**config.mk**
```make
export PLATFORM = sky130hd
export DESIGN_NAME = fetch_sequencer
export DESIGN_NICKNAME = d
export VERILOG_FILES = /design/src/rtl/fetch_sequencer.sv
export SDC_FILE = /design/constraint.sdc
export NUM_CORES = 1
export LEC_CHECK = 0
export BUFFER_PORTS_ARGS = -buffer_cell sky130_fd_sc_hd__buf_2
export CAP_MARGIN = 20
export CORE_MARGIN = 2
export CORE_UTILIZATION = 42
export DETAILED_ROUTE_END_ITERATION = 8
export PLACE_DENSITY_LB_ADDON = 0.3
export REMOVE_ABC_BUFFERS = 1
export SLEW_MARGIN = 15
export SYNTH_ARGS = -nofsm -noshare
export SYNTH_HDL_FRONTEND = slang
export SYNTH_SLANG_ARGS = --single-unit
```
**constraint.sdc**
```tcl
create_clock -name clk -period 3.4 [get_ports clk]
set_clock_uncertainty 0.15 [all_clocks]
set_input_delay 0.17 -clock clk [delete_from_list [all_inputs] [get_ports clk]]
set_output_delay 0.17 -clock clk [all_outputs]
set_load 0.05 [all_outputs]
```
**src/rtl/fetch_sequencer.sv**
```systemverilog
// Purpose: PC owner and instruction fetch controller for the five-stage MIPS pipeline; optional perf counters under FETCH_PERF_EN.
// Latency: InstrAddr = PC (combinational); the fetched word reaches IF/ID one clock after the PC update; redirects cost one bubble.
// Backpressure: Stall holds PC, IF/ID and EPC; an Exception overrides Stall; a deferred interrupt is re-sampled every cycle.
module fetch_sequencer #(
    parameter logic [31:0] RESET_VECTOR = 32'h0000_0000,
    parameter logic [31:0] IRQ_VECTOR   = 32'h8000_0004,
    parameter logic [31:0] EXC_VECTOR   = 32'h8000_0008
) (
    input  logic        clk,
    input  logic        reset,
    input  logic        Stall,
    input  logic        BranchTaken,
    input  logic [31:0] BranchTarget,
    input  logic        JumpEn,
    input  logic [31:0] JumpTarget,
    input  logic        Interrupt,
    input  logic        Exception,
    input  logic [31:0] ExcPC,
    output logic [31:0] InstrAddr,
    input  logic [31:0] InstrIn,
    output logic [31:0] IF_ID_Instruction,
    output logic [31:0] IF_ID_PC,
    output logic        IF_ID_Valid,
    output logic [31:0] EPC,
    output logic        KernelMode,
    output logic [31:0] FetchCount,
    output logic [31:0] StallCount
);

    // Source of the next PC, one per priority level.
    typedef enum logic [2:0] {
        SRC_EXC    = 3'd0,
        SRC_IRQ    = 3'd1,
        SRC_HOLD   = 3'd2,
        SRC_BRANCH = 3'd3,
        SRC_JUMP   = 3'd4,
        SRC_SEQ    = 3'd5
    } pc_src_t;

    pc_src_t     pc_src;
    logic [31:0] pc;
    logic [31:0] pc_next;
    logic [31:0] pc_seq;
    logic        irq_accept;

    // The branch target's bit 31 is replaced by the current mode bit; branches never change mode.
    logic        unused_branch_msb;
    assign unused_branch_msb = BranchTarget[31];

    assign InstrAddr  = pc;
    assign KernelMode = pc[31];

    // Sequential increment wraps inside the low 31 bits so the mode bit is preserved.
    assign pc_seq = {pc[31], pc[30:0] + 31'd4};

    // Interrupt acceptance: user mode only, and only on a cycle with no stall or control-flow redirect.
    always_comb begin
        irq_accept = Interrupt && !pc[31] && !Stall && !BranchTaken && !JumpEn;
    end

    // Fixed-priority arbitration of the next-PC source.
    always_comb begin
        pc_src = SRC_SEQ;
        if (Exception) begin
            pc_src = SRC_EXC;
        end else if (irq_accept) begin
            pc_src = SRC_IRQ;
        end else if (Stall) begin
            pc_src = SRC_HOLD;
        end else if (BranchTaken) begin
            pc_src = SRC_BRANCH;
        end else if (JumpEn) begin
            pc_src = SRC_JUMP;
        end
    end

    // Next-PC mux driven by the selected source.
    always_comb begin
        pc_next = pc_seq;
        case (pc_src)
            SRC_EXC:    pc_next = EXC_VECTOR;
            SRC_IRQ:    pc_next = IRQ_VECTOR;
            SRC_HOLD:   pc_next = pc;
            SRC_BRANCH: pc_next = {pc[31], BranchTarget[30:0]};
            SRC_JUMP:   pc_next = JumpTarget;
            default:    pc_next = pc_seq;
        endcase
    end

    // Program counter register.
    always_ff @(posedge clk or posedge reset) begin
        if (reset) begin
            pc <= RESET_VECTOR;
        end else begin
            pc <= pc_next;
        end
    end

    // IF/ID register: load on sequential fetch, hold on stall, otherwise insert a nop bubble.
    always_ff @(posedge clk or posedge reset) begin
        if (reset) begin
            IF_ID_Instruction <= 32'h0;
            IF_ID_PC          <= 32'h0;
            IF_ID_Valid       <= 1'b0;
        end else begin
            case (pc_src)
                SRC_HOLD: begin
                    IF_ID_Instruction <= IF_ID_Instruction;
                    IF_ID_PC          <= IF_ID_PC;
                    IF_ID_Valid       <= IF_ID_Valid;
                end
                SRC_SEQ: begin
                    IF_ID_Instruction <= InstrIn;
                    IF_ID_PC          <= pc;
                    IF_ID_Valid       <= 1'b1;
                end
                default: begin
                    IF_ID_Instruction <= 32'h0;
                    IF_ID_PC          <= pc;
                    IF_ID_Valid       <= 1'b0;
                end
            endcase
        end
    end

    // Trap return address: the instruction after the faulting one, or the PC an interrupt preempted.
    always_ff @(posedge clk or posedge reset) begin
        if (reset) begin
            EPC <= 32'h0;
        end else if (pc_src == SRC_EXC) begin
            EPC <= ExcPC + 32'd4;
        end else if (pc_src == SRC_IRQ) begin
            EPC <= pc;
        end
    end

`ifdef FETCH_PERF_EN
    logic [31:0] fetch_cnt;
    logic [31:0] stall_cnt;

    // Performance counters: real fetches, and stall cycles not overridden by an exception.
    always_ff @(posedge clk or posedge reset) begin
        if (reset) begin
            fetch_cnt <= 32'h0;
            stall_cnt <= 32'h0;
        end else begin
            if (pc_src == SRC_SEQ) begin
                fetch_cnt <= fetch_cnt + 32'd1;
            end
            if (Stall && !Exception) begin
                stall_cnt <= stall_cnt + 32'd1;
            end
        end
    end

    assign FetchCount = fetch_cnt;
    assign StallCount = stall_cnt;
`else
    assign FetchCount = 32'h0;
    assign StallCount = 32'h0;
`endif

endmodule
```
# Yosys cells after proc, flatten, opt, wreduce, memory -nomap -nowiden
# Index checks and enable logic that the tools add are counted.
[word_totals]
ff_bits = 129
input_bits = 135
out_inout_bits = 194
elab_cells = 37
[op_classes]
addsub = 2
eq_ne = 5
n_mux = 10
bitwise_logic = 2
reduce_logical = 12
[op_table]
columns = ["operator", "count"]
rows = [
  ["$pmux 32 s5", 1],
  ["$mux 32", 2],
  ["$pmux 32 s2", 1],
  ["$add 32x3->32 const B", 1],
  ["$add 31x3->31 const B", 1],
  ["$mux 3", 4],
  ["$eq 3x2->1 const B", 2],
  ["$eq 3x3->1 const B", 2],
  ["$logic_and 1x1->1", 4],
  ["$logic_not 1->1", 4],
  ["$eq 3x1->1 const B", 1],
  ["$logic_not 3->1", 1],
  ["$reduce_and 3->1", 1],
  ["$reduce_bool 3->1", 1],
  ["$not 1->1", 2],
  ["$pmux 1 s2", 1],
  ["$reduce_bool 2->1", 1],
  ["$mux 1", 1],
]

# Logic depth before layout (Yosys ltp)
# Gate-level depths: netlist (run 1).
[logic_depth]
ltp_word = 10
depth_mapped = 7
depth_no_buf = 6

# Worst setup path after synthesis (run 1)
# No wires, ideal clock.
[synth_timing]
path_kind = "register to register"
start = "reg pc[2] (netlist: InstrAddr[2])"
end = "reg pc[30] (netlist: InstrAddr[30])"
setup_time_ps = 80
arrival_time_ps = 2005
required_time_ps = 3170
path_slack_ps = 1165
path_stages_with_launch = 8
n_path_buf = 1
synth_period_minus_slack_ps = 2235
cell_sequence = "dfrtp_1 > ha_1 > and3_2 > buf_2 > and3_1 > nand3_2 > mux2_1 > nor3_2"
[synth_via]
elab_chain_cells = 2
[synth_lines]
columns = ["item", "line", "source"]
rows = [
  ["from (decl)", "41", "logic [31:0] pc;"],
  ["from (signal assigned)", "95", "pc <= pc_next;"],
  ["$add 31x3->31", "54", "assign pc_seq = {pc[31], pc[30:0] + 31'd4};"],
  ["$pmux 32 s5", "80", "case (pc_src)"],
]
# Every way passes these cells.
# A chain may end at the register's enable or synchronous reset.

# Worst setup path in the final report (run 1)
[layout_timing]
start = "reg pc[31] (netlist: InstrAddr[31])"
end = "reg EPC[23]"
[layout_via]
elab_chain_cells = 9
elab_cells_between_ends = 11
classes_between = "1 x eq/ne; 3 x mux; 7 x reduce/logical"
[layout_lines]
columns = ["item", "line", "source"]
rows = [
  ["$logic_not 1->1 (*)", "58", "irq_accept = Interrupt && !pc[31] && !Stall && !BranchTaken && !JumpEn;"],
  ["$logic_and 1x1->1 (*) (4 in a row)", "58", ""],
  ["$mux 3 (*)", "66", "end else if (irq_accept) begin"],
  ["$mux 3 (*)", "64", "if (Exception) begin"],
  ["$eq 3x1->1 / $logic_not 3->1 (equally long branches)", "132, 130", ""],
  ["$reduce_bool 2->1 (no line) / $mux 32 (equally long branches)", "-", ""],
  ["to (signal assigned)", "131", "EPC <= ExcPC + 32'd4;"],
  ["to (signal assigned)", "133", "EPC <= pc;"],
  ["to (decl)", "24", "output logic [31:0] EPC,"],
]
# Mark *: on every way between the ends. The rest lies on a longest branch, timed or not.

==> results.sh, run 1 <==
export IMPL_fp_dieW_microns=131.8
export IMPL_nets=1238
export IMPL_grt_start_max_net_pins=110
export IMPL_fin_cells=1331
export IMPL_cts_resized=0
export IMPL_numCtsBuffers=17
export IMPL_status="completed"
export IMPL_worst_setup_path_end_kind="flop"
export IMPL_max_cap_violations=0
export IMPL_grt_pass1_vias=6621
export IMPL_clock_fmax_ghz=0.3857
export IMPL_cts_htree_levels=4
export IMPL_chipHeight_microns=131.8
export IMPL_synth_adder_area_share_pct=0.3648
export IMPL_max_vdd_ir_drop_v=0.0003332
export IMPL_synthMuxAreaShare_pct=1.350
export IMPL_post_route_min_period_ns=2.593
export IMPL_synth_edf_count=0
export IMPL_first_iter_violations=415
export IMPL_path_delay_family="simple AND/OR/NAND/NOR gates"
export IMPL_yosys_top_cells_count="nand2_1 (159), dfrtp_1 (129), buf_4 (65), xor2_1 (36), a22o_1 (32)"
export IMPL_period_share_pct=76.26
export IMPL_hp_class="in2reg"
export IMPL_required_ns=3.55
export IMPL_ys_flop_type="dfrtp_1"
export IMPL_ant_nets=0
export IMPL_synth_most_common_cell="nand2_1"
export IMPL_rr_startpoint="InstrAddr[31]"
export IMPL_rr_worst_depth=7
export IMPL_cts_sinks=129
export IMPL_worst_setup_path_start_kind="flop"
export IMPL_synth_top_area_share_pct=47.05
export IMPL_min_from="ExcPC[3]"
export IMPL_worst_path_max_fanout=9
export IMPL_min_to="EPC[3]"
export IMPL_vias=6877
export IMPL_relSlewSlack_pct=42.32
export IMPL_crit_start="InstrAddr[31]"
export IMPL_yosysTopAreaCell="dfrtp_1"
export IMPL_reg2reg_slack_ns=0.81
export IMPL_syn_to_final_growth_pct=46.01
export IMPL_avgRoutedWirePerCell_microns=16.98
export IMPL_drc=0
export IMPL_die_area_sq_mm=0.01737
export IMPL_synth_area_leaders="dfrtp_1 (47%), nand2_1 (8.7%), buf_4 (7.1%)"
export IMPL_power_mw=4.649
export IMPL_crit_slowest_cell="nor4b_4"
export IMPL_synth_top_family_by_area="simple AND/OR/NAND/NOR gates"
export IMPL_path_clk_slew_ns=0.06
export IMPL_crit_arrival_ns=2.74
export IMPL_syn_inst=728
export IMPL_drt_total_wl_mm=22.61
export IMPL_synth_compound_area_share_pct=14.32
export IMPL_grtUsageTotal_pct=25.63
export IMPL_syn_mean_instance_area_sq_um=9.424
export IMPL_worst_pin_slew_ns=0.8588
export IMPL_timing_rr_end="EPC[23]"
export IMPL_yosysUniqueCellTypes=50
export IMPL_portBuffers=263
export IMPL_synth_seq_cells=129
export IMPL_clockRootBuffer="clkbuf_16"
export IMPL_cp_slowest_stage_delay_ns=0.57
export IMPL_start_util_pct=43.03
export IMPL_holdPathStages=4
export IMPL_grt_antenna_before_repair=1
export IMPL_synthSimpleGateAreaFrac_pct=19.66
export IMPL_dp_hpwl_mm=15.00
export IMPL_hold_violations=0
export IMPL_synth_xor_area_share_pct=6.383
export IMPL_rsz0062_at_grt="no"
export IMPL_final_layout_size_suffix_gt1_share_pct=29.17
export IMPL_leakage_nw=5.028
export IMPL_path_class="reg2reg"
export IMPL_crit_buf_inv=2
export IMPL_yosysWarnings=0
export IMPL_placed_cells=1171
export IMPL_cts_buffer_depth=2
export IMPL_final_setup_viol_count=0
export IMPL_crit_chain="nand2b_1 > nor4b_4 > nor2_1 > buf_4 > a21oi_1 > o311ai_1 > dlygate4sd3_1"
export IMPL_postCtsSetupBuffers=0
export IMPL_synth_seq_area_share_pct=47.05
export IMPL_grt_pass1_wl_mm=35.40
export IMPL_hold_buffers=126
export IMPL_std_cell_rows=46
export IMPL_clock_latency_ns=0.42
export IMPL_synthArstFlopShare_pct=100.0
export IMPL_p_per_area_mw_per_mm2=464.1
export IMPL_routabilityCongestion=0.8322
export IMPL_maxSlewViolCount=0
export IMPL_viasPerCell=5.167
export IMPL_first_pass_iters=7
export IMPL_cts_tree="built"
export IMPL_io_pins=329
export IMPL_grt_overflow=0
export IMPL_syn_area_sq_mm=0.006860
export IMPL_core_area_sq_mm=0.01594
## worst max path at each step
stage	end	depth (start not counted)
floorplan	InstrAddr[13]	3
global placement	InstrAddr[30]	5
detailed placement	InstrAddr[30]	5
CTS	EPC[23]	7
global route	EPC[23]	7
finish	EPC[23]	7
## worst reg2reg max path: cells and delay by family, from the launching register on
family / cells / cell delay [ns]
buffers and inverters: 2 / 0.77
flip-flops: 1 / 0.42
AND/OR/NAND/NOR: 3 / 0.89
AO/OA/AOI/OAI: 2 / 0.25
## cell type report
cell class	instances	area, sq um
inverter	11	46.29
timing repair buffer	404	2748
fill	1349	5926
clock inverter	13	138.9
clock buffer	19	442.9
sequential	129	3228
multi-input combinational	538	3141
antenna	1	2.502
tap	216	270.3
## cells in the final DEF (no fill, tap or decap), types with 4 or more instances in the layout
master         instances
nand2_1              159
buf_2                263
o21ai_1               11
nor2_1                16
dfrtp_1              129
nand4_1               18
xor2_1                36
nor3_1                 6
a21oi_1               22
o21ai_0               27
buf_4                 11
mux2i_1                7
xnor2_1               14
a222oi_1              24
nand3_1               30
inv_1                 10
clkinv_2               4
and3_1                24
clkbuf_16             17
conb_1                64
clkinv_4               5
a22o_1                32
a22oi_1                8
dlygate4sd3_1        126
## cell families after synthesis
| kind of cell | Yosys count |
|---|---|
| compound gates | 136 |
| simple gates | 277 |
| fa+ha+maj | 2 |
| buf+inv | 124 |
| xor+xnor | 50 |
| mux | 9 |
| flops | 129 |
| other cells | 1 |
## stage by stage
step                instance area [sq um]  utilization, %  worst slack (ns)  TNS (ns)  hold WS, ns
floorplan                            6396               -           -0.6411    -77.27       0.1025
global placement                     8144           51.08             1.006         0       0.2375
detailed placement                   8144           51.08            0.9461         0       0.2412
CTS                                  9987           62.64            0.7896         0     0.004987
global route                        10020           62.83            0.6047         0      0.05324
finish                              10020           62.83            0.8073         0      0.01480
## registers in the layout, summed over array words and instances (netlist names)
| signal | cells |
|---|---|
| IF_ID_PC | 32 |
| InstrAddr | 32 |
| EPC | 32 |
| IF_ID_Instruction | 32 |
| IF_ID_Valid | 1 |
## per-layer routing
metal,global-route usage [%],share of wire (%)
met3,5.267,6.8
met5,0,0
met1,31.93,41
met4,10.39,2.6
met2,43.69,49
## power breakdown
part,internal (mW),switching [mW]
sequential,1.64,0.0978
combinational,0.328,0.802
clock,1.10,0.689
total,3.06,1.59
Note: power is estimated with default switching activity, not from simulation.
==> run 2: changes to the inputs <==
--- a/config.mk
+++ b/config.mk
@@ -8,7 +8,7 @@
 export BUFFER_PORTS_ARGS = -buffer_cell sky130_fd_sc_hd__buf_2
 export CAP_MARGIN = 20
 export CORE_MARGIN = 2
-export CORE_UTILIZATION = 42
+export CORE_UTILIZATION = 44
 export DETAILED_ROUTE_END_ITERATION = 8
 export PLACE_DENSITY_LB_ADDON = 0.3
 export REMOVE_ABC_BUFFERS = 1
==> constraint.sdc (replaced) <==
create_clock -name clk -period 2.65 [get_ports clk]
set_clock_uncertainty 0.15 [all_clocks]
set_input_delay 0.1325 -clock clk [delete_from_list [all_inputs] [get_ports clk]]
set_output_delay 0.1325 -clock clk [all_outputs]
set_load 0.05 [all_outputs]
==> run 2 against run 1 <==
Total power rose by 33%. Sequential share of layout area is 0.50 points lower. Via count increased by 0.16%. Global-route usage rose by 1.6 points. Wire length increased by 1.5%. Sequential power grew 28%. Critical path type is now in2reg. Critical endpoint is now EPC[26].
==> results.sh, run 2 (same netlist as run 1, synthesis figures left out) <==
export IMPL_place_area_sq_mm=0.008209
export IMPL_max_vdd_ir_drop_v=0.0004459
export IMPL_design_area_sq_mm=0.01017
export IMPL_first_pass_iters=9
export IMPL_min_to="InstrAddr[20]"
export IMPL_cts_tree="built"
export IMPL_timing_rr_end="EPC[23]"
export IMPL_hold_violations=0
export IMPL_antenna_cells=0
export IMPL_worst_setup_path_start_kind="primary input"
export IMPL_met1_usage_pct=34.24
export IMPL_first_iter_violations=468
export IMPL_grt_overflow=0
export IMPL_crit_arrival_ns=2.68
export IMPL_hp_class="in2reg"
export IMPL_ant_nets=0
export IMPL_tns_ns=0
export IMPL_post_route_min_period_ns=2.494
export IMPL_relSlewSlack_pct=42.53
export IMPL_reg2reg_slack_ns=0.18
export IMPL_utilization_pct=66.92
export IMPL_crit_top_cell="dlygate4sd3_1"
export IMPL_leakage_nw=5.154
export IMPL_final_common_cell="buf_2"
export IMPL_p_per_area_mw_per_mm2=609.6
export IMPL_clock_latency_ns=0.42
export IMPL_seqCellArea_sq_mm=0.003228
export IMPL_grt_start_max_net_pins=53
export IMPL_rr_worst_depth=6
export IMPL_postCtsSetupBuffers=0
export IMPL_rr_startpoint="InstrAddr[31]"
export IMPL_numCtsBuffers=17
export IMPL_clockRootBuffer="clkbuf_16"
export IMPL_cp_slowest_stage_delay_ns=0.56
export IMPL_grt_util_met3_pct=5.073
export IMPL_worst_path_max_fanout=7
export IMPL_crit_chain="dlygate4sd3_1 > buf_2 > ha_1 > nand3_1 > nor2_1 > nand4_1 > xor2_1 > dlygate4sd3_1 > a21oi_1"
export IMPL_cts_buffer_depth=2
export IMPL_fill_cells=1208
export IMPL_grt_pass1_vias=6671
export IMPL_final_layout_size_suffix_gt1_share_pct=30.23
export IMPL_crit_buf_inv=3
export IMPL_rsz0062_at_grt="no"
export IMPL_chipHeight_microns=128.9
export IMPL_syn_to_final_growth_pct=48.29
export IMPL_max_cap_violations=0
export IMPL_grt_pass1_wl_mm=34.80
export IMPL_maxSlewViolCount=0
export IMPL_nets=1262
export IMPL_path_delay_family="buffers and inverters"
export IMPL_clock_fmax_ghz=0.4010
export IMPL_start_util_pct=45.13
export IMPL_cts_resized=0
export IMPL_routabilityCongestion=0.8348
export IMPL_viasPerCell=5.195
export IMPL_grt_antenna_before_repair=0
export IMPL_core_area_sq_mm=0.01520
export IMPL_grtUsageMet2_pct=46.90
export IMPL_multiInputGateArea_sq_mm=0.003143
export IMPL_path_clk_slew_ns=0.06
export IMPL_crit_slowest_cell="dlygate4sd3_1"
export IMPL_drc=0
export IMPL_std_cell_rows=45
export IMPL_min_from="Exception"
export IMPL_status="completed"
export IMPL_final_cell_mix="buf_2 (263), nand2_1 (159), dlygate4sd3_1 (133)"
export IMPL_final_setup_viol_count=0
export IMPL_fp_dieW_microns=128.9
export IMPL_io_pins=329
export IMPL_die_area_sq_mm=0.01661
export IMPL_cts_sinks=129
export IMPL_period_share_pct=94.12
export IMPL_grtUsageTotal_pct=27.25
export IMPL_drt_total_wl_mm=22.94
export IMPL_avgRoutedWirePerCell_microns=17.30
export IMPL_vias=6888
export IMPL_worst_setup_path_end_kind="flop"
export IMPL_hold_buffers=133
export IMPL_dp_hpwl_mm=15.51
export IMPL_path_class="in2reg"
export IMPL_worst_pin_slew_ns=0.8589
export IMPL_grt_busiest_layer="met2"
export IMPL_required_ns=2.84
export IMPL_cts_htree_levels=4
export IMPL_portBuffers=263
export IMPL_holdPathStages=2
[run 2: cell type report]
cell class              instances  share of cell area, %
clock buffers                  17                  4.182
repair buffers                428                  28.39
multi-input cells             538                  30.89
clock inverters                15                  2.042
inverters                      11                 0.4550
well taps                     188                  2.312
flip-flops and latches        129                  31.73
[run 2: metal layers]
metal	wire, microns	vias up
li1	-	3226
met4	596	0
met1	9483	3281
met2	11320	342
met5	0	-
met3	1543	39
[run 2: how the worst max path moves through the flow]
stage / startpoint / endpoint / slack, ns / depth (start not counted)
final: ExcPC[2] / EPC[26] / 0.16 / 9
after CTS: InstrAddr[31] / EPC[23] / 0.17 / 6
after floorplan: Exception / InstrAddr[13] / -1.35 / 3
after global placement: InstrAddr[8] / InstrAddr[26] / 0.61 / 6
after global routing: InstrAddr[31] / EPC[23] / 0.02 / 6
after detailed placement: InstrAddr[31] / EPC[20] / 0.54 / 6
[run 2: power breakdown]
part	internal [mW]	switching (mW)	total (mW)
sequential	2.10	0.112	2.21
combinational	0.433	1.05	1.48
clock	1.58	0.924	2.51
[run 2: per-stage QoR]
| stage | std cells | total power [mW] | setup WS (ns) | hold slack [ns] |
|---|---|---|---|---|
| 3_5_place_dp | 1161 | 3.558 | 0.5432 | 0.06676 |
| 4_1_cts | 1326 | 6.236 | 0.1653 | 0.006929 |
| 5_1_grt | 1326 | 6.442 | 0.01992 | 0.01209 |
| 3_3_place_gp | 1161 | 3.549 | 0.6094 | 0.06215 |
| 6_report | 1326 | 6.202 | 0.1559 | 0.01021 |
| 2_1_floorplan | 678 | 3.137 | -1.354 | 0.06499 |
